`src/rtl/uart_tx_pkg.sv`:
```
// -----------------------------------------------------------------------------
// uart_tx_pkg
// Shared definitions for the UART transmit engine:
//   - tx_state_t : FSM state encoding (IDLE, START, DATA, PARITY, STOP)
//   - line levels for start, stop and idle bits
//   - parity type codes (EVEN / ODD)
// -----------------------------------------------------------------------------
package uart_tx_pkg;

    typedef enum logic [2:0] {
        IDLE   = 3'd0,
        START  = 3'd1,
        DATA   = 3'd2,
        PARITY = 3'd3,
        STOP   = 3'd4
    } tx_state_t;

    // Serial line levels
    localparam logic START_BIT = 1'b0;
    localparam logic STOP_BIT  = 1'b1;
    localparam logic IDLE_BIT  = 1'b1;

    // Parity type codes as seen on PAR_TYP
    localparam logic EVEN = 1'b0;
    localparam logic ODD  = 1'b1;

endpackage : uart_tx_pkg

```
`src/rtl/uart_tx_serializer.sv`:
```
// -----------------------------------------------------------------------------
// uart_tx_serializer
// Holds the latched payload and the bit counter for one UART frame.
//
// Ports:
//   CLK        in   TX bit clock
//   RST        in   synchronous active-high reset
//   load       in   latch load_data (frame acceptance)
//   load_data  in   payload byte to latch
//   shift_en   in   advance to the next payload bit
//   cnt_clr    in   clear the bit counter (START state)
//   cnt_inc    in   increment the bit counter (DATA state, not last bit)
//   ser_data   out  next payload bit to be driven onto the line
//   ser_done   out  counter is on the last payload bit
//
// ser_data is always the LSB of the shift register. Because the line output
// is registered, the FSM samples ser_data one cycle ahead of the bit being
// shown, and the register is shifted on that same edge.
// -----------------------------------------------------------------------------
module uart_tx_serializer #(
    parameter int DATA_WIDTH = 8
) (
    input  logic                  CLK,
    input  logic                  RST,
    input  logic                  load,
    input  logic [DATA_WIDTH-1:0] load_data,
    input  logic                  shift_en,
    input  logic                  cnt_clr,
    input  logic                  cnt_inc,
    output logic                  ser_data,
    output logic                  ser_done
);

    localparam int CNT_W = (DATA_WIDTH > 1) ? $clog2(DATA_WIDTH) : 1;
    localparam logic [CNT_W-1:0] LAST_BIT = CNT_W'(DATA_WIDTH - 1);

    logic [DATA_WIDTH-1:0] data_reg;
    logic [CNT_W-1:0]      cnt_reg;

    always_ff @(posedge CLK) begin
        if (RST) begin
            data_reg <= '0;
        end else if (load) begin
            data_reg <= load_data;
        end else if (shift_en) begin
            data_reg <= data_reg >> 1;
        end
    end

    // Counter tracks the index of the payload bit currently on the line.
    always_ff @(posedge CLK) begin
        if (RST) begin
            cnt_reg <= '0;
        end else if (load || cnt_clr) begin
            cnt_reg <= '0;
        end else if (cnt_inc) begin
            cnt_reg <= cnt_reg + CNT_W'(1);
        end
    end

    assign ser_data = data_reg[0];
    assign ser_done = (cnt_reg == LAST_BIT);

endmodule : uart_tx_serializer

```
`src/rtl/uart_tx_core.sv`:
```
// -----------------------------------------------------------------------------
// uart_tx_core
// UART transmit engine. Sends start bit, DATA_WIDTH data bits LSB first,
// optional parity and a stop bit, one bit per CLK cycle.
//
// Ports:
//   CLK         in   TX bit clock (already divided to the bit rate)
//   RST         in   synchronous active-high reset
//   P_DATA      in   byte to transmit, sampled on acceptance
//   Data_Valid  in   send request; accepted only in IDLE
//   PAR_EN      in   1 = insert parity bit, sampled on acceptance
//   PAR_TYP     in   0 = even, 1 = odd, sampled on acceptance
//   TX_OUT      out  registered serial line, idle high
//   busy        out  registered, high while a frame is on the line
//
// Both outputs are registered from the next-state decode, so the value shown
// in a cycle belongs to the state the FSM is in during that cycle and no input
// reaches an output combinationally.
// -----------------------------------------------------------------------------
module uart_tx_core
    import uart_tx_pkg::*;
#(
    parameter int DATA_WIDTH = 8
) (
    input  logic                  CLK,
    input  logic                  RST,
    input  logic [DATA_WIDTH-1:0] P_DATA,
    input  logic                  Data_Valid,
    input  logic                  PAR_EN,
    input  logic                  PAR_TYP,
    output logic                  TX_OUT,
    output logic                  busy
);

    tx_state_t state_reg;
    tx_state_t state_next;

    logic tx_reg;
    logic tx_next;
    logic busy_reg;
    logic busy_next;

    logic par_en_reg;
    logic par_bit_reg;

    logic accept;
    logic ser_data;
    logic ser_done;
    logic shift_en;
    logic cnt_clr;
    logic cnt_inc;

    // -------------------------------------------------------------------------
    // Parity: XOR reduction of the incoming byte. Computed from P_DATA in the
    // acceptance cycle, which is the same value the serializer latches.
    // -------------------------------------------------------------------------
    logic [DATA_WIDTH-1:0] par_chain;

    assign par_chain[0] = P_DATA[0];

    generate
        for (genvar gi = 1; gi < DATA_WIDTH; gi++) begin : g_par_chain
            assign par_chain[gi] = par_chain[gi-1] ^ P_DATA[gi];
        end
    endgenerate

    assign accept = (state_reg == IDLE) && Data_Valid;

    // -------------------------------------------------------------------------
    // State and output registers
    // -------------------------------------------------------------------------
    always_ff @(posedge CLK) begin
        if (RST) begin
            state_reg <= IDLE;
            tx_reg    <= IDLE_BIT;
            busy_reg  <= 1'b0;
        end else begin
            state_reg <= state_next;
            tx_reg    <= tx_next;
            busy_reg  <= busy_next;
        end
    end

    // Frame options are frozen at acceptance so mid-frame input changes
    // cannot disturb the frame in flight.
    always_ff @(posedge CLK) begin
        if (RST) begin
            par_en_reg  <= 1'b0;
            par_bit_reg <= 1'b0;
        end else if (accept) begin
            par_en_reg  <= PAR_EN;
            par_bit_reg <= (PAR_TYP == ODD) ? ~par_chain[DATA_WIDTH-1]
                                            :  par_chain[DATA_WIDTH-1];
        end
    end

    // -------------------------------------------------------------------------
    // Next-state logic
    // -------------------------------------------------------------------------
    always_comb begin
        state_next = state_reg;
        unique case (state_reg)
            IDLE:    if (Data_Valid) state_next = START;
            START:   state_next = DATA;
            DATA: begin
                if (ser_done) begin
                    state_next = par_en_reg ? PARITY : STOP;
                end
            end
            PARITY:  state_next = STOP;
            STOP:    state_next = IDLE;
            default: state_next = IDLE;
        endcase
    end

    // -------------------------------------------------------------------------
    // Output mux, decoded from the state the FSM is about to enter
    // -------------------------------------------------------------------------
    always_comb begin
        tx_next   = IDLE_BIT;
        busy_next = 1'b1;
        unique case (state_next)
            IDLE: begin
                tx_next   = IDLE_BIT;
                busy_next = 1'b0;
            end
            START:   tx_next = START_BIT;
            DATA:    tx_next = ser_data;
            PARITY:  tx_next = par_bit_reg;
            STOP:    tx_next = STOP_BIT;
            default: begin
                tx_next   = IDLE_BIT;
                busy_next = 1'b0;
            end
        endcase
    end

    // Serializer control: shift whenever the next cycle shows a data bit,
    // i.e. when leaving START and on every DATA cycle except the last.
    assign shift_en = (state_next == DATA);
    assign cnt_clr  = (state_reg == START);
    assign cnt_inc  = (state_reg == DATA) && !ser_done;

    uart_tx_serializer #(
        .DATA_WIDTH (DATA_WIDTH)
    ) u_serializer (
        .CLK       (CLK),
        .RST       (RST),
        .load      (accept),
        .load_data (P_DATA),
        .shift_en  (shift_en),
        .cnt_clr   (cnt_clr),
        .cnt_inc   (cnt_inc),
        .ser_data  (ser_data),
        .ser_done  (ser_done)
    );

    assign TX_OUT = tx_reg;
    assign busy   = busy_reg;

endmodule : uart_tx_core

```
`config.mk`:
```
export PLATFORM = sky130hd
export DESIGN_NAME = uart_tx_core
export DESIGN_NICKNAME = d
export VERILOG_FILES = /design/src/rtl/uart_tx_pkg.sv /design/src/rtl/uart_tx_serializer.sv /design/src/rtl/uart_tx_core.sv
export SDC_FILE = /design/constraint.sdc
export NUM_CORES = 1
export LEC_CHECK = 0
export ABC_AREA = 1
export CAP_MARGIN = 20
export CORE_MARGIN = 3
export CORE_UTILIZATION = 35
export DETAILED_ROUTE_END_ITERATION = 16
export RECOVER_POWER = 50
export SLEW_MARGIN = 40
export SYNTH_ARGS = -nofsm -noshare
export SYNTH_HDL_FRONTEND = slang
export SYNTH_SLANG_ARGS = --single-unit
```
`constraint.sdc`:
```
create_clock -name CLK -period 2.1 [get_ports CLK]
set_input_delay 0.42 -clock CLK [delete_from_list [all_inputs] [get_ports CLK]]
set_output_delay 0.42 -clock CLK [all_outputs]
set_load 0.01 [all_outputs]
```
==> results_tabular.tex <==
\begin{tabular}{lr}
\hline
Metric & Value \\
\hline
\multicolumn{2}{l}{\textbf{Logic synthesis}} \\
Instance count of the mapped netlist & 146 \\
Top post-synthesis cells by count & sky130\_fd\_sc\_hd\_\_nand2\_1, sky130\_fd\_sc\_hd\_\_dfxtp\_1, sky130\_fd\_sc\_hd\_\_inv\_1 \\
Post-synthesis xor/xnor area fraction & 0.834\% \\
Sequential fraction of the synthesis area & 34.3\% \\
Register bit total from synthesis & 18 \\
Post-synth EDFFs & 0 \\
Yosys warning count & 0 \\
Syn Area/Cell & 7.19 um\^{}2 \\
Synthesized-area fraction occupied by adder cells & 2.38\% \\
Area share of the largest cell type after synthesis & 34.3\% \\
Count of cell types in the netlist & 25 \\
Fraction of the mapped netlist area in simple logic gates & 39.1\% \\
Most numerous cell in the Yosys netlist & sky130\_fd\_sc\_hd\_\_nand2\_1 \\
Main flop type after synthesis & sky130\_fd\_sc\_hd\_\_dfxtp\_1 \\
Main combinational cell family by area after synthesis & simple AND/OR/NAND/NOR gates \\
Most area-consuming cells after synthesis & sky130\_fd\_sc\_hd\_\_dfxtp\_1, sky130\_fd\_sc\_hd\_\_nand2\_1, sky130\_fd\_sc\_hd\_\_nand3\_1 \\
Compound-Gate Fraction of Synth Area & 15.1\% \\
Synth async-reset ratio & 0\% \\
Share of synthesized area spent on multiplexers & 0\% \\
Total standard cell area after synthesis & 0.00105 mm\^{}2 \\
Synthesized Nets & 161 \\
Cell type with the largest total area after synthesis & sky130\_fd\_sc\_hd\_\_dfxtp\_1 \\
\multicolumn{2}{l}{\textbf{Floorplan}} \\
Count of standard-cell rows & 19 \\
Boundary Pins & 15 \\
Overall die width & 60.8 um \\
Core area & 0.00281 mm\^{}2 \\
Initial standard-cell utilization of the core & 37.4\% \\
Die area & 0.00369 mm\^{}2 \\
Height of the chip & 60.8 um \\
\multicolumn{2}{l}{\textbf{Critical path}} \\
Ordered cell list for the critical path & ha\_1 -> ha\_1 -> nand2\_1 -> o21ai\_1 -> nand2\_1 -> nand2\_1 -> nand2\_8 -> nand2\_8 -> nand2\_2 -> a21oi\_2 \\
Required time worst endpoint & 2270 ps \\
Endpoint kind of the worst setup timing path & flop \\
CP max stage delay & 340 ps \\
Critical path launch point type & flop \\
Cell at the slowest stage of the critical path & sky130\_fd\_sc\_hd\_\_dfxtp\_1 \\
Number of buffer and inverter instances along the worst setup path & 0 \\
Cell family with most CP delay & simple AND/OR/NAND/NOR gates \\
CP most frequent cell & sky130\_fd\_sc\_hd\_\_nand2\_1 \\
Crit path max fanout & 9 \\
Start-to-end type of the worst setup path & flop to flop \\
Worst path arrival time & 1930 ps \\
\multicolumn{2}{l}{\textbf{Final layout}} \\
Number of antenna repair diodes & 0 \\
Post-layout nets & 179 \\
Post-Layout Cell Count & 194 \\
Flip-flop count of the largest register, all copies and words added & 8 \\
Multi-input gate area & 598 um\^{}2 \\
Register cell area after layout & 360 um\^{}2 \\
Area growth from synthesis to layout & 19.5\% \\
Fillers & 314 \\
Share of post-route cells with drive strength above 1 & 16.6\% \\
Fraction of the core area covered by cells at the end of the flow & 44.7\% \\
\multicolumn{2}{l}{\textbf{Global routing}} \\
Wire length of the first global-routing pass & 3430 um \\
Total grt overflow & 0 \\
Number of antenna violations at the first check in global routing & 0 \\
Overall fraction of global-route tracks in use & 12.6\% \\
Maximum number of pins on one net before global-route repair & 17 \\
Number of global-route vias before repair & 841 \\
\multicolumn{2}{l}{\textbf{Pwr}} \\
Sequential fraction of design power & 48.9\% \\
Fraction of power spent switching nets & 28.5\% \\
Maximum resistive drop on vdd & 0.169 mV \\
Switching power total & 215 uW \\
Clock power frac & 27.9\% \\
Power density over the cells & 601 mW/mm\^{}2 \\
Total power after layout & 755 uW \\
Comb pwr share & 23.1\% \\
Leakage power figure & 0.000541 uW \\
Cell internal power dissipation & 540 uW \\
\multicolumn{2}{l}{\textbf{Placed design}} \\
Port Buffers & 14 \\
Weighted congestion reported at the end of routability-driven placement & 0.762 \\
Total placed cells including tap cells & 190 \\
Sum of net half-perimeters after detailed placement & 1590 um \\
Post-Place Worst Slack & 372 ps \\
\multicolumn{2}{l}{\textbf{Routing}} \\
Drt pass-1 iters & 4 \\
Drt drc & 0 \\
Antenna Violating Nets Remaining & 0 \\
Avg Vias per Cell & 4.87 \\
1st-iter DRT viols & 21 \\
Via count & 945 \\
Average wire length per cell after detail routing & 10.3 um \\
Drt total wl & 1990 um \\
\multicolumn{2}{l}{\textbf{Clock network}} \\
Insertion delay to the later sink of the worst-skew pair & 290 ps \\
Number of buffers added by the clock tree synthesis step & 3 \\
TritonCTS clock tree & built \\
Clock root buffer master & sky130\_fd\_sc\_hd\_\_clkbuf\_4 \\
Setup Buffers After CTS & 0 \\
CTS clock-pin slew for the worst setup and hold paths & 100 ps \\
Total of cells resized after clock tree synthesis & 0 \\
Number of buffers on the longest clock path & 2 \\
H-tree levels & 1 \\
CTS sink count & 18 \\
Number of buffers added to fix hold violations after cts & 0 \\
\multicolumn{2}{l}{\textbf{Timing}} \\
Least-Margin Pin Slew & 414 ps \\
Worst Setup Slack, final & 347 ps \\
Final hold violation count & 0 \\
Max Clock Freq & 571 MHz \\
Max-slew violation total from the final report & 0 \\
Final Setup Violations & 0 \\
Portion of the clock cycle consumed by the worst path in the final layout & 83.5\% \\
RSZ-0062 raised after global routing & false \\
Remaining max-slew budget at the tightest pin & 72.3\% \\
Worst setup skew after layout & 3.94 ps \\
Shortest period the worst path allows & 1750 ps \\
Setup total negative slack & 0 ps \\
\multicolumn{2}{l}{\textbf{Outcome}} \\
Result of the run & complete, no violations \\
\multicolumn{2}{l}{\textbf{Job}} \\
Number of violations of the max-capacitance limit & 0 \\
\multicolumn{2}{l}{\textbf{Hold path}} \\
Classification of the worst-slack hold path & flop to flop \\
\hline
\end{tabular}
-- worst reg2reg max path, cell delays in order (launching register included) --
cell	delay, ps
sky130_fd_sc_hd__dfxtp_1	340
sky130_fd_sc_hd__ha_1	200
sky130_fd_sc_hd__ha_1	230
sky130_fd_sc_hd__nand2_1	190
sky130_fd_sc_hd__o21ai_1	100
sky130_fd_sc_hd__nand2_1	70
sky130_fd_sc_hd__nand2_1	150
sky130_fd_sc_hd__nand2_8	170
sky130_fd_sc_hd__nand2_8	90
sky130_fd_sc_hd__nand2_2	70
sky130_fd_sc_hd__a21oi_2	40
-- per-layer routing --
layer  vias to the layer above  part of all wire, %  GRT usage, %
met5                         -                    0             0
li1                        505                    -             -
met3                         2                  4.0          2.55
met4                         0                  1.3          6.50
met1                       423                   46          14.8
met2                        15                   49          21.4
-- power groups by stage --
stage | Sequential [uW] | Clock (uW) | Combinational [uW]
after floorplan | 378 | 0 | 124
after global placement | 377 | 0 | 175
after detailed placement | 378 | 0 | 179
after CTS | 370 | 220 | 180
after global routing | 373 | 239 | 196
final | 369 | 211 | 175
-- through the flow --
stage          hold slack [ps]  instance area (um^2)
6_report                   473                  1250
2_1_floorplan              444                  1050
5_1_grt                    503                  1250
3_3_place_gp               454                  1230
4_1_cts                    481                  1260
3_5_place_dp               467                  1230
-- cells by family after synthesis --
logic type / Yosys count
flip-flops: 18
adder cells (fa/ha/maj): 2
buffers and inverters: 21
XOR/XNOR: 1
AO/OA/AOI/OAI: 25
AND/OR/NAND/NOR: 79
-- worst paths after layout --
check                                        from                                     to  slack [ps]  cells past startpoint
min reg2reg  u_serializer.cnt_reg[2]$_SDFFE_PP0P_   u_serializer.cnt_reg[2]$_SDFFE_PP0P_         470                      2
max          u_serializer.cnt_reg[0]$_SDFFE_PP0P_  u_serializer.data_reg[2]$_SDFFE_PP0P_         350                     10
min          u_serializer.cnt_reg[2]$_SDFFE_PP0P_   u_serializer.cnt_reg[2]$_SDFFE_PP0P_         470                      2
max reg2reg  u_serializer.cnt_reg[0]$_SDFFE_PP0P_  u_serializer.data_reg[2]$_SDFFE_PP0P_         350                     10
-- area by class of cell --
cell class	count	share of cell area (%)
Tap cell	31	3.09
Multi-Input combinational cell	107	47.7
Timing Repair Buffer	16	12.1
Inverter	18	5.58
Clock buffer	4	2.89
Sequential cell	18	28.7
-- layout by cell type, fill, tap and decap left out, types with 3 or more instances in the layout --
cell type and count:
sky130_fd_sc_hd__a21oi_1 5, sky130_fd_sc_hd__a21oi_2 7, sky130_fd_sc_hd__clkbuf_4 3, sky130_fd_sc_hd__clkdlybuf4s50_1 11, sky130_fd_sc_hd__dfxtp_1 18, sky130_fd_sc_hd__dlygate4sd3_1 3
sky130_fd_sc_hd__inv_1 16, sky130_fd_sc_hd__nand2_1 42, sky130_fd_sc_hd__nand2_2 7, sky130_fd_sc_hd__nand3_1 13, sky130_fd_sc_hd__nor2_1 9, sky130_fd_sc_hd__o21ai_1 7
Power figures use the tool's default switching activity.
==> patch, RTL diff (same settings) <==
Re-encode `tx_state_t` (5 states) as Gray code, 3 bits wide.
--- a/src/rtl/uart_tx_pkg.sv
+++ b/src/rtl/uart_tx_pkg.sv
@@ -10,7 +10,7 @@
     typedef enum logic [2:0] {
-        IDLE   = 3'd0,
-        START  = 3'd1,
-        DATA   = 3'd2,
-        PARITY = 3'd3,
-        STOP   = 3'd4
+        IDLE   = 3'b000,
+        START  = 3'b001,
+        DATA   = 3'b011,
+        PARITY = 3'b010,
+        STOP   = 3'b110
     } tx_state_t;
Check against the original RTL: same outputs for any inputs over 10 cycles, from zero or initial values and one cycle with RST high; not proved beyond that.
==> patch against the original RTL <==
Setup slack improved by 0.045 ns. Final cell count decreased by 5.2%. Utilization increased by 0.39 points. Power increased by 10%. Area after synthesis down 6.4%. Largest power group unchanged. Clock skew shrank 0.0027 ns. Wire length decreased by 8.1%. Combinational power increased by 28%. Sequential cell count is the same. Register-to-register slack better by 0.14 ns. Largest cell class unchanged. Critical path depth down 4. Synthesized cell count is 5.5% lower. Cell area shrank 7.7%. Via count is 7.5% lower.
==> patch: results (changes against the original RTL) <==
[layout]
fill_cells = 283  ; was 314
synthToLayoutAreaGrowth_pct = 18.0  ; was 19.5%
layout-drive-gt1-share = 0.136  ; was 0.166
largest_register_ffs = 8  ; unchanged
n_antenna_cell = 0  ; unchanged
nets = 170  ; was 179

[logic_synthesis]
yosys-top-cells-count = nand2_1 (40), inv_1 (21), dfxtp_1 (18)  ; was nand2_1 (40), dfxtp_1 (18), inv_1 (16)
postSynthNetCount = 153  ; was 161
seq_area_frac_synth = 0.367  ; was 0.343
synth.area.top_cells = dfxtp_1 (37%), nand2_1 (15%), inv_1 (8.0%)  ; was dfxtp_1 (34%), nand2_1 (14%), nand3_1 (6.2%)
ys_types = 25  ; unchanged
synth_warnings = 0  ; unchanged
async_flop_share = 0  ; unchanged
ys.flop_type = dfxtp_1  ; unchanged

[worst_setup_path]
critPathMaxFanout = 13  ; was 9
rrSetupSlack_ns = 0.49  ; was 0.35 ns
worst_ep_arrival_time_ns = 1.95  ; was 1.93 ns
critPathSlowestCell = clkdlybuf4s50_1  ; was dfxtp_1
max_stage_delay_ns = 0.50  ; was 0.34 ns

[power]
peakVddDrop_uv = 514  ; was 169 uV
leakage_uw = 0.000552  ; was 0.000541 uW

[grt]
grt_pass1_vias = 853  ; was 841
grtUsageTotal = 0.123  ; was 0.126
grt_max_degree = 14  ; was 17
antenna_found_initial = 0  ; unchanged
grt_pass1_wl_mm = 3.32  ; was 3.43 mm

[clock_tree]
ctsLongestPathBuffers = 2  ; unchanged
cts_resized = 0  ; unchanged
numCtsBuffers = 3  ; unchanged
clk_latency_ns = 0.29  ; about the same
cts_setup_buffers = 0  ; unchanged
clk_pin_slew_worst_paths_ns = 0.10  ; about the same
cts_root_buf = clkbuf_4  ; unchanged
ctsHtreeMaxLevel = 1  ; unchanged

[detailed_routing]
wl_per_cell_um = 9.96  ; was 10.3 um
via_per_inst = 4.75  ; was 4.87
drt_iter0_markers = 17  ; was 21
dr.pass1.iters = 4  ; unchanged

[place]
place_ws_ns = 0.280  ; was 0.372 ns
place_hpwl_mm = 1.51  ; was 1.59 mm
dpl-instance-area_mm2 = 0.00114  ; was 0.00123 mm^2
gp_congestion = 0.754  ; was 0.762
numPortBuffers = 14  ; unchanged

[timing]
skew_ns = 0.00126  ; was 0.00394 ns
setup_violations = 0  ; unchanged
layout_setup_ws_ns = 0.393  ; was 0.347 ns
timing.slew.headroom = 0.654  ; was 0.723
fin_hold_ws_ns = 0.456  ; was 0.473 ns

[status]
status = completed  ; unchanged

[hold_path]
hold_class = flop to flop  ; unchanged

==> patch: cell types whose count changed after synthesis, sizes merged, moves of 3 or more <==
cell	change
nand2	-8
inv	+6
nand3	-5
a21oi	-3
o21ai	+3
==> patch: power breakdown <==
| part | internal (uW) | switching [uW] |
|---|---|---|
| Clock | 105 | 106 |
| Combinational | 95.4 | 129 |
| Sequential | 378 | 19.7 |
==> patch: cells by family after synthesis <==
family | synth area share
XOR/XNOR | 0.00892
AO/OA/AOI/OAI | 0.176
flip-flops | 0.367
AND/OR/NAND/NOR | 0.303
buffers and inverters | 0.120
adder cells (fa/ha/maj) | 0.0255
==> patch: routing by layer <==
layer  vias to the layer above  part of all wire  GRT usage
met5                         -                 0          0
met3                         2             0.050     0.0196
li1                        463                 -          -
met1                       393              0.46      0.149
met4                         0             0.011     0.0485
met2                        16              0.48      0.216
==> patch: path summary, 6_finish.rpt <==
check / start / to / cells after the start
min reg2reg: u_serializer.cnt_reg[2] / u_serializer.cnt_reg[2] / 2
max reg2reg: u_serializer.cnt_reg[0] / TX_OUT / 8
min: u_serializer.cnt_reg[2] / u_serializer.cnt_reg[2] / 2
max: Data_Valid / u_serializer.data_reg[2] / 6
==> patch: critical path: cells and delay by family <==
kind	cells	cell delay [ns]
AO/OA/AOI/OAI	1	0.13
buffers and inverters	2	0.84
AND/OR/NAND/NOR	3	0.56
==> patch: area by class of cell <==
cell class	count	area share
Timing Repair Buffer	15	0.127
Multi-Input combinational cell	93	0.420
Sequential cell	18	0.311
Clock buffer	4	0.0313
Inverter	24	0.0778
Tap cell	30	0.0324
==> patch: stage by stage <==
step,cells,total power [uW]
after floorplan,138,579
after global placement,180,634
after detailed placement,180,640
after CTS,184,849
after global routing,184,886
final,184,834
